--- src/rtl/spi_controller.sv ---
// spi_controller: SPI mode-0 write-only initiator.
// Serialises one 16-bit frame {1'b1, addr[6:0], data[7:0]} MSB first on
// ncs/sclk/copi, then holds ncs high for a minimum gap before the next frame.
// Handshake: a request transfers on a rising clk edge where req_valid and
// req_ready are both high; req_ready is high only while idle, so a request
// presented while busy simply waits. done pulses for one cycle as ncs rises.
module spi_controller #(
  parameter int CLK_DIV    = 4,
  parameter int GAP_CYCLES = 8
) (
  input  logic       clk,
  input  logic       rst_n,
  input  logic       req_valid,
  output logic       req_ready,
  input  logic [6:0] req_addr,
  input  logic [7:0] req_data,
  output logic       done,
  output logic       ncs,
  output logic       sclk,
  output logic       copi,
  output logic [2:0] dbg_state
);

  localparam int HW = $clog2(CLK_DIV);
  localparam int GW = $clog2(GAP_CYCLES + 1);
  localparam logic [HW-1:0] HALF_LAST = HW'(CLK_DIV - 1);
  localparam logic [GW-1:0] GAP_LAST  = GW'(GAP_CYCLES - 1);

  typedef enum logic [2:0] {
    IDLE  = 3'd0,
    SETUP = 3'd1,
    SHIFT = 3'd2,
    HOLD  = 3'd3,
    GAP   = 3'd4
  } state_t;

  state_t        state, state_n;
  logic [HW-1:0] half_cnt, half_cnt_n;
  logic [3:0]    bit_cnt, bit_cnt_n;
  logic [GW-1:0] gap_cnt, gap_cnt_n;
  logic [15:0]   shreg, shreg_n;
  logic          phase_high, phase_high_n;
  logic          half_last;
  logic          ncs_n, sclk_n, copi_n, done_n;

  assign half_last = (half_cnt == HALF_LAST);
  assign req_ready = (state == IDLE);
  assign dbg_state = state;

  // Next-state, counter and shift-register logic.
  always_comb begin
    state_n      = state;
    half_cnt_n   = half_cnt;
    bit_cnt_n    = bit_cnt;
    gap_cnt_n    = gap_cnt;
    shreg_n      = shreg;
    phase_high_n = phase_high;
    done_n       = 1'b0;
    case (state)
      IDLE: begin
        if (req_valid) begin
          state_n    = SETUP;
          shreg_n    = {1'b1, req_addr, req_data};
          half_cnt_n = '0;
        end
      end
      SETUP: begin
        if (half_last) begin
          state_n      = SHIFT;
          half_cnt_n   = '0;
          phase_high_n = 1'b1;
          bit_cnt_n    = 4'd15;
        end else begin
          half_cnt_n = half_cnt + 1'b1;
        end
      end
      SHIFT: begin
        if (half_last) begin
          half_cnt_n = '0;
          if (phase_high) begin
            // Falling edge: present the next bit; zeros shift in behind,
            // so copi is 0 after the 16th fall.
            phase_high_n = 1'b0;
            shreg_n      = {shreg[14:0], 1'b0};
          end else if (bit_cnt == 4'd0) begin
            state_n = HOLD;
          end else begin
            bit_cnt_n    = bit_cnt - 1'b1;
            phase_high_n = 1'b1;
          end
        end else begin
          half_cnt_n = half_cnt + 1'b1;
        end
      end
      HOLD: begin
        if (half_last) begin
          state_n    = GAP;
          gap_cnt_n  = '0;
          half_cnt_n = '0;
          done_n     = 1'b1;
        end else begin
          half_cnt_n = half_cnt + 1'b1;
        end
      end
      GAP: begin
        if (gap_cnt == GAP_LAST) begin
          state_n = IDLE;
        end else begin
          gap_cnt_n = gap_cnt + 1'b1;
        end
      end
      default: state_n = IDLE;
    endcase
  end

  // Pin values are decoded from the next state so they can be registered.
  always_comb begin
    ncs_n  = !((state_n == SETUP) || (state_n == SHIFT) || (state_n == HOLD));
    sclk_n = (state_n == SHIFT) && phase_high_n;
    copi_n = ((state_n == SETUP) || (state_n == SHIFT)) ? shreg_n[15] : 1'b0;
  end

  // State, counters and registered pin outputs.
  always_ff @(posedge clk or negedge rst_n) begin
    if (!rst_n) begin
      state      <= IDLE;
      half_cnt   <= '0;
      bit_cnt    <= '0;
      gap_cnt    <= '0;
      shreg      <= '0;
      phase_high <= 1'b0;
      ncs        <= 1'b1;
      sclk       <= 1'b0;
      copi       <= 1'b0;
      done       <= 1'b0;
    end else begin
      state      <= state_n;
      half_cnt   <= half_cnt_n;
      bit_cnt    <= bit_cnt_n;
      gap_cnt    <= gap_cnt_n;
      shreg      <= shreg_n;
      phase_high <= phase_high_n;
      ncs        <= ncs_n;
      sclk       <= sclk_n;
      copi       <= copi_n;
      done       <= done_n;
    end
  end

endmodule

--- config.mk ---
export PLATFORM = sky130hd
export DESIGN_NAME = spi_controller
export DESIGN_NICKNAME = d
export VERILOG_FILES = /design/src/rtl/spi_controller.sv
export SDC_FILE = /design/constraint.sdc
export NUM_CORES = 1
export LEC_CHECK = 0
export BUFFER_PORTS_ARGS = -buffer_cell sky130_fd_sc_hd__buf_2
export CAP_MARGIN = 10
export CORE_UTILIZATION = 45
export CTS_CLUSTER_SIZE = 24
export DETAILED_ROUTE_END_ITERATION = 12
export PLACE_DENSITY = 0.66
export SYNTH_ARGS = -nofsm -noshare
export SYNTH_HDL_FRONTEND = slang
export SYNTH_SLANG_ARGS = --single-unit
--- constraint.sdc ---
create_clock -name clk -period 3.66 [get_ports clk]
set_clock_uncertainty 0.15 [all_clocks]
set_input_delay 0.732 -clock clk [delete_from_list [all_inputs] [get_ports clk]]
set_output_delay 0.732 -clock clk [all_outputs]
set_load 0.05 [all_outputs]
==> results by group <==
Status
  • Status: complete, no violations

Timing
  • Final Setup Violations: 0
  • Final hold violation count: 0
  • Max Clock Freq: 417.4 MHz
  • Final period util: 65.46%
  • RSZ-0062 raised after global routing: false
  • Worst setup margin: 1.264 ns
  • Max-slew headroom: 46.49%
  • Worst-Margin Slew: 0.7992 ns
  • Sum Neg Setup Slack: 0 ns
  • Final min period: 2.396 ns
  • Fin. max-slew vios: 0

Place
  • DP Area: 0.001772 mm2
  • RD Place Congestion: 0.7979
  • Post-DP HPWL: 2.270 mm
  • Pre-CTS WS: 1.525 ns
  • Port Buffer Count: 25

Route
  • DRT iter0 DRCs: 138
  • Wire per inst: 14.46 um
  • Vias: 1287
  • Initial DRT Pass Iterations: 7
  • Final routed DRC violation total: 0
  • Vias per cell: 5.746
  • Final WL: 3.239 mm
  • Post-route ant nets: 0

GRT
  • Gr ovfl total: 0
  • GRT Total Usage: 17.40%
  • Vias in the first global route: 1233
  • Initial antenna violation count: 0
  • Pin count of the biggest net entering global routing: 35
  • First-pass GRT wire length: 5.423 mm

Floorplanning
  • Cell Rows: 21
  • Core Footprint: 0.003442 mm2
  • Die area: 0.003956 mm2
  • Chip width: 62.90 um
  • # IOs: 26
  • Initial Util: 48.49%
  • Die Y: 62.90 um

CTS
  • CTS H-Tree Depth: 2
  • CTS tree: yes
  • Hold buffers post-CTS: 0
  • Clk_lat worst skew: 0.27 ns
  • Clk root buf: clkbuf_8
  • Clk sinks: 34
  • Cts bufs inserted: 5
  • Post-CTS Setup Inserts: 0
  • CTS clk-pin slew, worst paths: 0.06 ns
  • Cts repair resizes: 0
  • Clk buf depth: 2

Critical path
  • Startpoint Class: register
  • CP endpoint kind: primary output
  • Worst Setup Path Type: reg -> out
  • Crit path max fanout: 20
  • WP data required: 2.78 ns
  • FF-to-FF path depth: 4
  • Critical path arrival: 1.51 ns

Synth
  • Ys flop type: dfrtp_1
  • Seq/Total Area, Yosys: 51.05%
  • Synth unique cells: 45
  • Synth warn: 0
  • #FFs+latches synth: 34
  • Synth area leaders: dfrtp_1 49%, a222oi_1 8.4%, inv_1 4.7%, buf_6 4.0%, ha_1 2.2%
  • Cell Area, Synth: 0.001669 mm2
  • Synth Instances: 154
  • Synth top area share: 49.48%
  • FFs w/ async S/R, synth: 100.0%
  • Post-synth net total: 175
  • Post-synth EDFFs: 0
  • Syn Area/Cell: 10.84 um2
  • Synth area leader: dfrtp_1

Job
  • Number of max-cap violations: 0

Finish
  • FILL cells: 320
  • Layout cells sized above 1: 23.60%
  • Multi-input combinational cell area: 658.1 um2
  • Fin util: 53.69%
  • Reg area: 852.1 um2
  • Nets: 199
  • Diode count: 0
  • Area delta synth->final: 10.72%
  • Post-route cell area: 0.001848 mm2

Power and ir drop
  • VDD IR max: 0.0003067 V
  • P_leak: 0.9118 nW
  • Power Density: 808.5 mW/mm2

Hold path
  • Worst Hold Depth: 2
  • Path type of the worst min-delay path: reg -> reg
## metal layers
layer	global-route usage (%)	vias up	share of wire, %
li1	-	606	-
met1	20.85	645	44
met4	6.105	0	0.86
met3	4.197	6	4.4
met2	30.11	30	51
met5	0	-	0
## power breakdown
group / leakage (nW) / switching [W] / internal, W
logic: 0.465 / 0.000347 / 0.000228
clock network: 0.0383 / 0.000117 / 0.000131
registers: 0.408 / 0.000149 / 0.000522
## path summary, 6_finish.rpt
| path | from | end | slack, ns |
|---|---|---|---|
| worst max-delay path | dbg_state[0]$_DFF_PN0_ | req_ready | 1.26 |
| worst min-delay path | shreg[6]$_DFFE_PN0P_ | shreg[6]$_DFFE_PN0P_ | 0.35 |
| worst max register to register | dbg_state[0]$_DFF_PN0_ | copi$_DFF_PN0_ | 1.54 |
| worst min register to register | shreg[6]$_DFFE_PN0P_ | shreg[6]$_DFFE_PN0P_ | 0.35 |
| max in group asynchronous | rst_n | gap_cnt[0]$_DFFE_PN0P_ | 2.53 |
| min in group asynchronous | rst_n | bit_cnt[3]$_DFFE_PN0P_ | 0.36 |
## flip-flops by register name (all words and copies together), names as in the netlist, 2 cells and up
| signal | count |
|---|---|
| shreg | 16 |
| bit_cnt | 4 |
| gap_cnt | 4 |
| dbg_state | 3 |
| half_cnt | 2 |
## area by class of cell
class | count | area share (%)
multi-input combinational | 91 | 35.61
sequential | 34 | 46.11
timing repair buffer | 25 | 6.770
clock buffer | 7 | 4.130
tap | 46 | 3.114
inverter | 21 | 4.265
## cells in the mapped netlist (3+ instances only)
library cell	count
dfrtp_1	33
inv_1	21
a222oi_1	14
nand2_1	10
nor2_1	7
o21ai_0	7
buf_6	6
nand3_1	5
nor3_1	5
a22o_1	3
ha_1	3
## through the flow
stage          instances  hold slack, ns  total power [W]
6_report             224          0.3477         0.001494
2_1_floorplan        154          0.2864         0.001149
4_1_cts              224          0.3513         0.001505
3_3_place_gp         217          0.3215         0.001213
5_1_grt              224          0.3672         0.001602
3_5_place_dp         217          0.3365         0.001253
## kinds of logic after synthesis
family                   share of synthesized area (%)
multiplexers                                    0.5997
AO/OA/AOI/OAI                                    18.59
flip-flops                                       51.05
AND/OR/NAND/NOR                                  17.47
XOR/XNOR                                        0.5248
buffers and inverters                            9.520
adder cells (fa/ha/maj)                          2.249
## cells in the final DEF (no fill, tap or decap), types with 2 or more instances in the layout
| cell type | synthesis | routed |
|---|---|---|
| buf_2 | 1 | 25 |
| dfrtp_1 | 33 | 33 |
| nor2b_1 | 2 | 2 |
| nor3_1 | 5 | 5 |
| o21ai_0 | 7 | 7 |
| nor4_1 | 2 | 2 |
| a22o_1 | 3 | 3 |
| nand2_1 | 10 | 10 |
| inv_1 | 21 | 21 |
| nand2b_1 | 2 | 2 |
| nor2_1 | 7 | 7 |
| a21oi_1 | 2 | 2 |
| a211o_1 | 2 | 2 |
| a222oi_1 | 14 | 14 |
| and2b_2 | 2 | 2 |
| nand3_1 | 5 | 5 |
| clkbuf_8 | 0 | 5 |
| ha_1 | 3 | 3 |
| clkbuf_1 | 0 | 2 |
## critical path: stages, from the launching register on
cell	delay (ns)
dfrtp_1	0.64
nor3_1	0.30
buf_2	0.30
Note: power is estimated with default switching activity, not from simulation.
